--- config.mk ---
export PLATFORM = sky130hd
export DESIGN_NAME = lfsr_word_gen
export DESIGN_NICKNAME = d
export VERILOG_FILES = /design/src/rtl/lfsr_word_gen.sv
export SDC_FILE = /design/constraint.sdc
export NUM_CORES = 1
export LEC_CHECK = 0
export ABC_AREA = 1
export CAP_MARGIN = 20
export CORE_MARGIN = 4
export CORE_UTILIZATION = 50
export CTS_CLUSTER_SIZE = 25
export DETAILED_ROUTE_END_ITERATION = 8
export GPL_ROUTABILITY_DRIVEN = 0
export PLACE_DENSITY_LB_ADDON = 0.1
export RECOVER_POWER = 100
export SYNTH_ARGS = -nofsm -noshare
export SYNTH_HDL_FRONTEND = slang
export SYNTH_SLANG_ARGS = --single-unit
--- constraint.sdc ---
create_clock -name clk -period 15.6 [get_ports clk]
set_clock_uncertainty 0.15 [all_clocks]
set_input_delay 1.56 -clock clk [delete_from_list [all_inputs] [get_ports clk]]
set_output_delay 1.56 -clock clk [all_outputs]
set_load 0.1 [all_outputs]
--- src/rtl/lfsr_word_gen.sv ---
// LFSR-based random word generator: Fibonacci or Galois stepping, serialised into
// OUT_W-bit words behind a valid/ready handshake, with zero-safe runtime reseeding.
module lfsr_word_gen #(
  parameter int unsigned      WIDTH = 128,
  parameter logic [WIDTH-1:0] TAPS  = WIDTH'(128'h0000_0000_8000_0000_0200_2040_0000_0001),
  parameter int unsigned      MODE  = 0,
  parameter int unsigned      OUT_W = 32,
  parameter logic [WIDTH-1:0] SEED  = WIDTH'({WIDTH/2{2'b10}})
) (
  input  logic             clk,
  input  logic             rst,
  input  logic             ce,
  input  logic             seed_load,
  input  logic [WIDTH-1:0] seed_data,
  output logic             seed_err,
  output logic             out_valid,
  input  logic             out_ready,
  output logic [OUT_W-1:0] out_data,
  output logic [WIDTH-1:0] lfsr_state
);

  localparam int BCNT_W = $clog2(OUT_W) + 1;

  typedef enum logic {FILL, HOLD} state_e;

  state_e             state_q, state_d;
  logic [WIDTH-1:0]   q_q, q_d;
  logic [OUT_W-1:0]   sr_q, sr_d;
  logic [OUT_W-1:0]   out_data_q, out_data_d;
  logic [BCNT_W-1:0]  bcnt_q, bcnt_d;
  logic               seed_err_q, seed_err_d;
  logic               step_en;
  logic               word_done;
  logic [OUT_W-1:0]   sr_shift;

  function automatic logic [WIDTH-1:0] lfsr_step(input logic [WIDTH-1:0] q);
    logic fb;
    fb = 1'b0;
    if (MODE == 0) begin
      for (int i = 0; i < int'(WIDTH); i++) begin
        fb = fb ^ (TAPS[i] & q[WIDTH-1-i]);
      end
      return {q[WIDTH-2:0], fb};
    end
    return {q[WIDTH-2:0], 1'b0} ^ (q[WIDTH-1] ? TAPS : '0);
  endfunction

  // A reseed pre-empts stepping, so ce is effectively ignored on load cycles.
  assign step_en   = (state_q == FILL) && ce && !seed_load;
  assign word_done = step_en && (bcnt_q == BCNT_W'(OUT_W - 1));
  assign sr_shift  = OUT_W'({sr_q, q_q[WIDTH-1]});

  always_ff @(posedge clk or posedge rst) begin
    if (rst) begin
      state_q <= FILL;
    end else begin
      state_q <= state_d;
    end
  end

  always_comb begin
    state_d = state_q;
    if (seed_load) begin
      state_d = FILL;
    end else begin
      case (state_q)
        FILL:    if (word_done) state_d = HOLD;
        HOLD:    if (out_ready) state_d = FILL;
        default: state_d = FILL;
      endcase
    end
  end

  always_comb begin
    out_valid = (state_q == HOLD);
  end

  always_comb begin
    q_d        = q_q;
    sr_d       = sr_q;
    bcnt_d     = bcnt_q;
    out_data_d = out_data_q;
    seed_err_d = 1'b0;
    if (seed_load) begin
      q_d        = (seed_data != '0) ? seed_data : SEED;
      seed_err_d = (seed_data == '0);
      sr_d       = '0;
      bcnt_d     = '0;
    end else if (step_en) begin
      q_d  = lfsr_step(q_q);
      sr_d = sr_shift;
      if (word_done) begin
        out_data_d = sr_shift;
        bcnt_d     = '0;
      end else begin
        bcnt_d = bcnt_q + BCNT_W'(1);
      end
    end
  end

  always_ff @(posedge clk or posedge rst) begin
    if (rst) begin
      q_q        <= SEED;
      sr_q       <= '0;
      bcnt_q     <= '0;
      out_data_q <= '0;
      seed_err_q <= 1'b0;
    end else begin
      q_q        <= q_d;
      sr_q       <= sr_d;
      bcnt_q     <= bcnt_d;
      out_data_q <= out_data_d;
      seed_err_q <= seed_err_d;
    end
  end

  assign out_data   = out_data_q;
  assign seed_err   = seed_err_q;
  assign lfsr_state = q_q;

endmodule

# Word level (Yosys, flattened, before mapping)
# Index checks and enable logic that the tools add are counted.
# word_totals
output_inout_bits,162
inputBits,133
word_cells,40
register_bits,199
# classes
n_mux,17
n_bitwise,7
reduce_logical,8
eq_ne,1
add_sub_neg,1
# op_table
operator,count
$mux 128,4
$logic_not 128->1,1
$reduce_bool 128->1,1
$xor 128x128->128,1
$mux 96,1
$mux 31,2
$mux 6,3
$add 6x1->6 const B,1
$eq 6x5->1 const B,1
$mux 1,6
$xor 1x1->1,4
$logic_and 1x1->1,3
$reduce_and 3->1,1
$not 1->1,2
$pmux 1 s2,1
$reduce_bool 2->1,1
$logic_not 1->1,1

# Logic depth before layout (Yosys ltp)
# Gate-level depths: netlist of run 1.
# logic_depth
ltp_word,8
mapped_depth,11

# Worst setup path before layout of run 1
# Ideal clock, no wire load.
# synth_path
path_kind,input -> register
from,input port seed_load
to,"register q_q[70], in the netlist lfsr_state[70]"
t_arrival_ns,2.463
path_buffers,3
path_stages,8
setup_slack_ns,12.901
required_time_ns,15.363
path_cell_list,buf_2 > inv_1 > nand2_2 > inv_2 > buf_2 > buf_2 > nand2_1 > o211ai_1
# synth_via
elab_chain_cells,3
# synth_lines
item,line_no,source
from (decl),13,"input logic seed_load,"
$logic_not 1->1,49,assign step_en = (state_q == FILL) && ce && !seed_load;
$logic_and 1x1->1,49,
$reduce_bool 2->1 (no source line),n/a,
to (signal assigned),109,q_q <= q_d;
to (decl),27,"logic [WIDTH-1:0] q_q, q_d;"
# Several ways; a longest one is shown, not always the timed one.
# A chain may end at the register's enable or synchronous reset.

# Worst setup path in the final report of run 1
# layout_path
from,input port seed_load
to,"register q_q[65], in the netlist lfsr_state[65]"
# Same word-level chain as after synthesis.

==> summary.md, run 1 <==
| Metric | Value |
|---|---|
| Post_cts resized | `0` |
| Synth top area share | `37.8%` |
| Critical Path RT | `15.78 ns` |
| DRT antenna net count | `0` |
| RSZ-0062 raised after global routing | `no` |
| Initial antenna violation count | `1` |
| Clock Tree Root | `clkbuf_16` |
| Worst-path clk slew | `about 0.08 ns` |
| CTS buffer count | `17` |
| Skew-Pair Late Insertion Delay | `around 0.43 ns` |
| Fin Setup TNS | `0 ns` |
| P_int | `0.905 mW` |
| IO buf count | `294` |
| Nets | `1405` |
| Final Util | `a little under three quarters` |
| Clock sinks | `between 150 and 200` |
| Minimum clock period | `7.69 ns` |
| Sw Pwr | `0.605 mW` |
| Period utilization | `49.3%` |
| Synth Instances | `slightly above 1000` |
| LEAKAGE | `5.61 nW` |
| Setup Buffers After CTS | `0` |
| Crit start category | `input port` |
| Max Fclk | `~130 MHz` |
| Slew Limit Fails | `509` |
| Number of synthesized register bits | `around 200` |
| Netlist cell types | `27` |
| Cell accounting for the most synthesized area | `dfrtp_1` |
| Final setup fails | `0` |
| Hold WC Path Type | `flop to flop` |
| GRT Util Overall | `26.7%` |
| CTS hold repair buffers | `0` |
| Seq/Total Area, Yosys | `56.6%` |
| Reg area | `roughly 5100 µm²` |
| Synth Warn # | `0` |
| WL/cell | `roughly 18 µm` |
| Slowest cell delay on critical path | `approximately 2.0 ns` |
| First-pass GRT wire length | `43000 µm` |
| Share of cells above drive strength 1 | `8.10%` |
| Clk pwr share | `29.9%` |
| Final Non-Filler Cells | `1510` |
| # placed instances | `approximately 1500` |
| R2R Setup Slk | `between 10 and 15 ns` |
| Cell Chain, Critical Path | `clkbuf_1 > inv_1 > nand2_4 > clkbuf_1 > clkbuf_1 > nor2_1 > a221oi_1 > nand2_1` |
| Cell class contributing the biggest share of worst-path delay | `buffers and inverters` |
| Multi-input logic area | `3170 µm²` |
| GRT Residual Overflow | `0` |
| Final Hold Viols | `0` |
| Status | `finished with violations` |
| Initial core utilization | `between 50 and 60%` |
| Max_slew headroom | `-241%` |
| Crit path capture type | `flop` |
| Worst path bufs/invs | `4` |
| Pwr Density | `121 nW/µm²` |
| FP Rows | `48` |
| I/O pin cnt | `295` |
| Via count | `8239` |
| Syn Area/Cell | `8.84 µm²` |
| Layout area overhead | `40.1%` |
| Core area | `17400 µm²` |
| Crit path DAT | `7.87 ns` |
| Post-DP HPWL | `17700 µm` |
| Final wirelength | `26800 µm` |
| Peak VDD IR | `0.0865 mV` |
| Syn_nets | `1145` |
| Number of remaining DRC errors | `0` |
| Final instance area | `12500 µm²` |
| Failing checks | `capacitance limit, slew limit` |
| Die Width | `142 µm` |
| Pre-antenna DRT Iters | `5` |
| Mapped Area | `8940 µm²` |
| Initial DRC count | `roughly 490` |
| Sequential power share | `39.2%` |
| Slowest stage cell, crit path | `clkbuf_1` |
| Die Y | `142 µm` |
| Sw Share | `40.0%` |
| Area post-placement | `11900 µm²` |
| Most numerous cell on the critical path | `clkbuf_1` |
| Commonest non-fill, non-tap cell in the layout | `nand2_1` |
| Ranking of synthesized cells by area | `dfrtp_1 38%, dfstp_2 19%, nand2_1 12%` |
| Clock Path Buffers | `2` |
| Largest net degree at the start of global routing | `117` |
| Die ar. | `20100 µm²` |
| Vias per cell | `between 5 and 6` |
| Htree depth | `4` |
| Combinational power share | `30.9%` |
| Most frequent cells in the layout | `280 x nand2_1, 164 x dlygate4sd3_1, 151 x nor2_1` |
| Max-cap viol count | `8` |
| Crit Path Class | `input port to flop` |
| Hold_ws | `0.329 ns` |
| Vias in the first global route | `between 8000 and 9000` |
| Worst-Margin Slew | `~5.1 ns` |
| CTS tree | `done` |
| Filler cells | `about 1400` |
| Crit-path max FO | `55` |
cell families (layout without fill, tap and decap cells):
family	Yosys count	count (layout)	synth area share [%]
other cells	0	1	0
fa+ha+maj	1	1	0.140
buf+inv	168	441	7.94
simple gates	440	440	18.7
xor+xnor	6	6	0.588
compound gates	197	197	16.0
flops	199	199	56.6
worst min-delay path: stages, from the launching register on:
cell and delay [ns]:
dfrtp_1 0.34, nand2_1 0.05, o21ai_0 0.05
metal layers:
| layer | vias up | global-route usage [%] | part of all wire (%) |
|---|---|---|---|
| li1 | 3870 | - | - |
| met1 | 3991 | 35.4 | 41 |
| met2 | 334 | 42.7 | 48 |
| met3 | 44 | 6.98 | 8.1 |
| met4 | 0 | 9.24 | 2.8 |
| met5 | - | 0 | 0 |
stage by stage:
step / setup WS, ns / power, mW
3_5_place_dp: 10.89 / 1.08
6_report: 7.91 / 1.51
5_1_grt: 7.26 / 1.56
4_1_cts: 11.34 / 1.53
3_3_place_gp: 10.90 / 1.08
2_1_floorplan: 8.57 / 0.941
synth_stat cells:
library cell,count
nor3_1,1
a22o_1,1
a221oi_1,64
ha_1,1
buf_4,1
nand2_2,1
dfrtp_1,135
nand3_1,5
buf_1,3
inv_2,3
o21ai_0,27
xor2_1,4
nor2_1,150
xnor2_1,2
nand2_1,280
o22ai_1,33
buf_6,6
nor2_4,1
inv_1,102
o211ai_1,63
buf_2,24
a21oi_1,1
dfstp_2,64
o21ai_1,8
or2_2,1
clkbuf_1,29
nor2_2,1
final timing paths:
kind,from,to,depth (start not counted)
setup / recovery,seed_load,lfsr_state[65]$_DFFE_PP1P_,8
hold / removal,out_data[20]$_DFFE_PP0P_,out_data[20]$_DFFE_PP0P_,2
setup reg to reg,out_valid$_DFF_PP0_,sr_q[5]$_DFFE_PP0P_,7
hold reg to reg,out_data[20]$_DFFE_PP0P_,out_data[20]$_DFFE_PP0P_,2
max in group asynchronous,rst,lfsr_state[82]$_DFFE_PP0P_,2
min in group asynchronous,rst,lfsr_state[22]$_DFFE_PP0P_,2
flip-flops by register name, summed over array words and instances, names as in the netlist:
| register | flops |
|---|---|
| lfsr_state | 128 |
| out_data | 32 |
| sr_q | 31 |
| bcnt_q | 6 |
| out_valid | 1 |
| seed_err | 1 |
layout make-up:
| class | count | share of cell area, % |
|---|---|---|
| Tap cell | 225 | 2.25 |
| Timing Repair Buffer | 304 | 24.0 |
| Multi-Input combinational cell | 644 | 25.3 |
| Antenna cell | 1 | 0.0200 |
| Clock inverter | 14 | 1.46 |
| Sequential cell | 199 | 40.4 |
| Inverter | 105 | 3.17 |
| Clock buffer | 18 | 3.43 |
power by group through the flow:
stage / sequential (mW) / clock (mW) / combinational [mW]
2_1_floorplan: 0.859 / 0 / 0.0820
3_3_place_gp: 0.600 / 0 / 0.477
3_5_place_dp: 0.600 / 0 / 0.480
4_1_cts: 0.592 / 0.457 / 0.481
5_1_grt: 0.597 / 0.477 / 0.488
6_report: 0.591 / 0.451 / 0.467
Power figures use the tool's default switching activity.
==> run 2, diff against run 1 <==
--- a/config.mk
+++ b/config.mk
@@ -8,7 +8,7 @@
 export ABC_AREA = 1
 export CAP_MARGIN = 20
 export CORE_MARGIN = 4
-export CORE_UTILIZATION = 50
+export CORE_UTILIZATION = 46
 export CTS_CLUSTER_SIZE = 25
 export DETAILED_ROUTE_END_ITERATION = 8
 export GPL_ROUTABILITY_DRIVEN = 0
==> constraint.sdc (replaced) <==
create_clock -name clk -period 7.7 [get_ports clk]
set_clock_uncertainty 0.15 [all_clocks]
set_input_delay 0.77 -clock clk [delete_from_list [all_inputs] [get_ports clk]]
set_output_delay 0.77 -clock clk [all_outputs]
set_load 0.1 [all_outputs]
==> summary.md, run 2 (synthesis gave the netlist of run 1 again) <==
| Metric | Value |
|---|---|
| Status | `finished with violations` |
| Failing checks | `capacitance limit, slew limit` |
| Clock sinks | `199` |
| Slew Limit Fails | `229` |
| Commonest non-fill, non-tap cell in the layout | `nand2_1` |
| Htree depth | `4` |
| Period utilization | `approximately 66%` |
| Sw Pwr | `~1.2 mW` |
| Clock Path Buffers | `2` |
| Clk pwr share | `31.7%` |
| Max-cap viol count | `4` |
| Sw Share | `39.2%` |
| RSZ-0062 raised after global routing | `no` |
| Max Fclk | `between 150 and 200 MHz` |
| Combinational power share | `30.2%` |
| Final instance area | `between 10000 and 15000 µm²` |
| Die ar. | `21700 µm²` |
| Via count | `between 8000 and 9000` |
| LEAKAGE | `5.66 nW` |
| Critical Path RT | `7.89 ns` |
| Minimum clock period | `5.10 ns` |
| Cell Chain, Critical Path | `dlygate4sd3_1 > nand2_1 > nor2_4 > clkbuf_1 > clkinv_2 > buf_4 > o211ai_1` |
| Final Hold Viols | `0` |
| Worst-Margin Slew | `~3.7 ns` |
| Skew-Pair Late Insertion Delay | `between 0.4 and 0.5 ns` |
| Final setup fails | `0` |
| Slowest stage cell, crit path | `clkbuf_1` |
| FP Rows | `50` |
| Vias per cell | `5.29` |
| CTS tree | `done` |
| Crit Path Class | `input port to flop` |
| Worst-path clk slew | `about 0.080 ns` |
| Most frequent cells in the layout | `280 x nand2_1, 165 x dlygate4sd3_1, 150 x nor2_1` |
| Crit path capture type | `flop` |
| Max_slew headroom | `-149%` |
| Layout area overhead | `41.5%` |
| Share of cells above drive strength 1 | `around 8.3%` |
| Crit path DAT | `5.29 ns` |
| Vias in the first global route | `roughly 8400` |
| First-pass GRT wire length | `44100 µm` |
| Fin Setup TNS | `0 ns` |
| Pwr Density | `between 200 and 250 nW/µm²` |
| Area post-placement | `12000 µm²` |
| P_int | `between 1.5 and 2 mW` |
| Die Y | `roughly 150 µm` |
| Crit-path max FO | `95` |
| CTS buffer count | `17` |
| Pre-antenna DRT Iters | `6` |
| Setup Buffers After CTS | `0` |
| Post-DP HPWL | `18300 µm` |
| Filler cells | `1637` |
| Post_cts resized | `0` |
| I/O pin cnt | `295` |
| Initial antenna violation count | `3` |
| Peak VDD IR | `about 0.16 mV` |
| Initial core utilization | `47.3%` |
| Crit start category | `input port` |
| Sequential power share | `38.2%` |
| Core area | `approximately 19000 µm²` |
| Final wirelength | `27400 µm` |
| Number of remaining DRC errors | `0` |
| Die Width | `~150 µm` |
| WL/cell | `17.8 µm` |
| Clock Tree Root | `clkbuf_16` |
| Largest net degree at the start of global routing | `122` |
| GRT Util Overall | `about a quarter` |
| Hold WC Path Type | `flop to flop` |
| Slowest cell delay on critical path | `roughly 2.6 ns` |
| Initial DRC count | `between 500 and 600` |
| GRT Residual Overflow | `0` |
| CTS hold repair buffers | `0` |
| Nets | `roughly 1400` |
| DRT antenna net count | `0` |
| IO buf count | `just under 300` |
| Max FFs per register | `128` |
-- run 2: cell count changes in the layout (fill, tap and decap cells not counted), moves of 2 or more --
cell / change
clkbuf_1: -3
bufinv_16: +2
clkinvlp_2: -2
clkinv_8: +2
-- run 2: worst max-delay path, delay by kind of cell --
| kind | cells | cell delay (ns) |
|---|---|---|
| buf+inv | 4 | 3.87 |
| compound gates | 1 | 0.34 |
| simple gates | 2 | 0.25 |
-- run 2: routing by layer --
| layer | GRT usage (%) | vias to the layer above | wire length [µm] |
|---|---|---|---|
| li1 | - | 3871 | - |
| met1 | 33.1 | 3923 | 11400 |
| met2 | 39.8 | 322 | 13000 |
| met3 | 8.58 | 48 | 2280 |
| met4 | 8.71 | 2 | 776 |
| met5 | 0 | - | 13 |
-- run 2: final cells by class --
type | instances | area (µm²) | share of cell area [%]
repair buffers | 303 | 3010 | 23.8
well taps | 260 | 325 | 2.57
clock buffers | 18 | 439 | 3.47
multi-input cells | 644 | 3170 | 25.1
diodes | 2 | 5.00 | 0.0396
flip-flops and latches | 199 | 5060 | 40.0
inverters | 105 | 403 | 3.19
clock inverters | 14 | 236 | 1.87
-- run 2: worst paths after layout --
path                                          start                    endpoint  slack, ns  cells past startpoint
max                                              ce  lfsr_state[92]$_DFFE_PP0P_       2.60                      7
min                        out_data[21]$_DFFE_PP0P_    out_data[21]$_DFFE_PP0P_       0.33                      2
max reg2reg                     out_valid$_DFF_PP0_  lfsr_state[92]$_DFFE_PP0P_       2.94                      7
min reg2reg                out_data[21]$_DFFE_PP0P_    out_data[21]$_DFFE_PP0P_       0.33                      2
max in group asynchronous                       rst  lfsr_state[51]$_DFFE_PP1P_       4.67                      4
min in group asynchronous                       rst  lfsr_state[24]$_DFFE_PP0P_       0.82                      2
-- run 2: per-stage QoR --
stage / cells / total power [mW] / hold slack, ns / util (%) / setup slack [ns]
finish: 1545 / 3.14 / 0.330 / 66.9 / 2.60
global route: 1545 / 3.26 / 0.364 / 66.9 / 2.33
CTS: 1542 / 3.19 / 0.342 / 67.0 / 4.55
detailed placement: 1510 / 2.19 / 0.322 / 63.5 / 4.31
global placement: 1509 / 2.19 / 0.316 / 63.3 / 4.35
floorplan: 1011 / 1.91 / 0.337 / - / 1.46
-- run 2: power by group through the flow --
stage | Combinational, mW | Clock [mW] | Sequential [mW]
detailed placement | 0.973 | 0 | 1.22
CTS | 0.975 | 1.01 | 1.20
floorplan | 0.166 | 0 | 1.74
finish | 0.948 | 0.994 | 1.20
global placement | 0.969 | 0 | 1.22
global route | 0.990 | 1.06 | 1.21
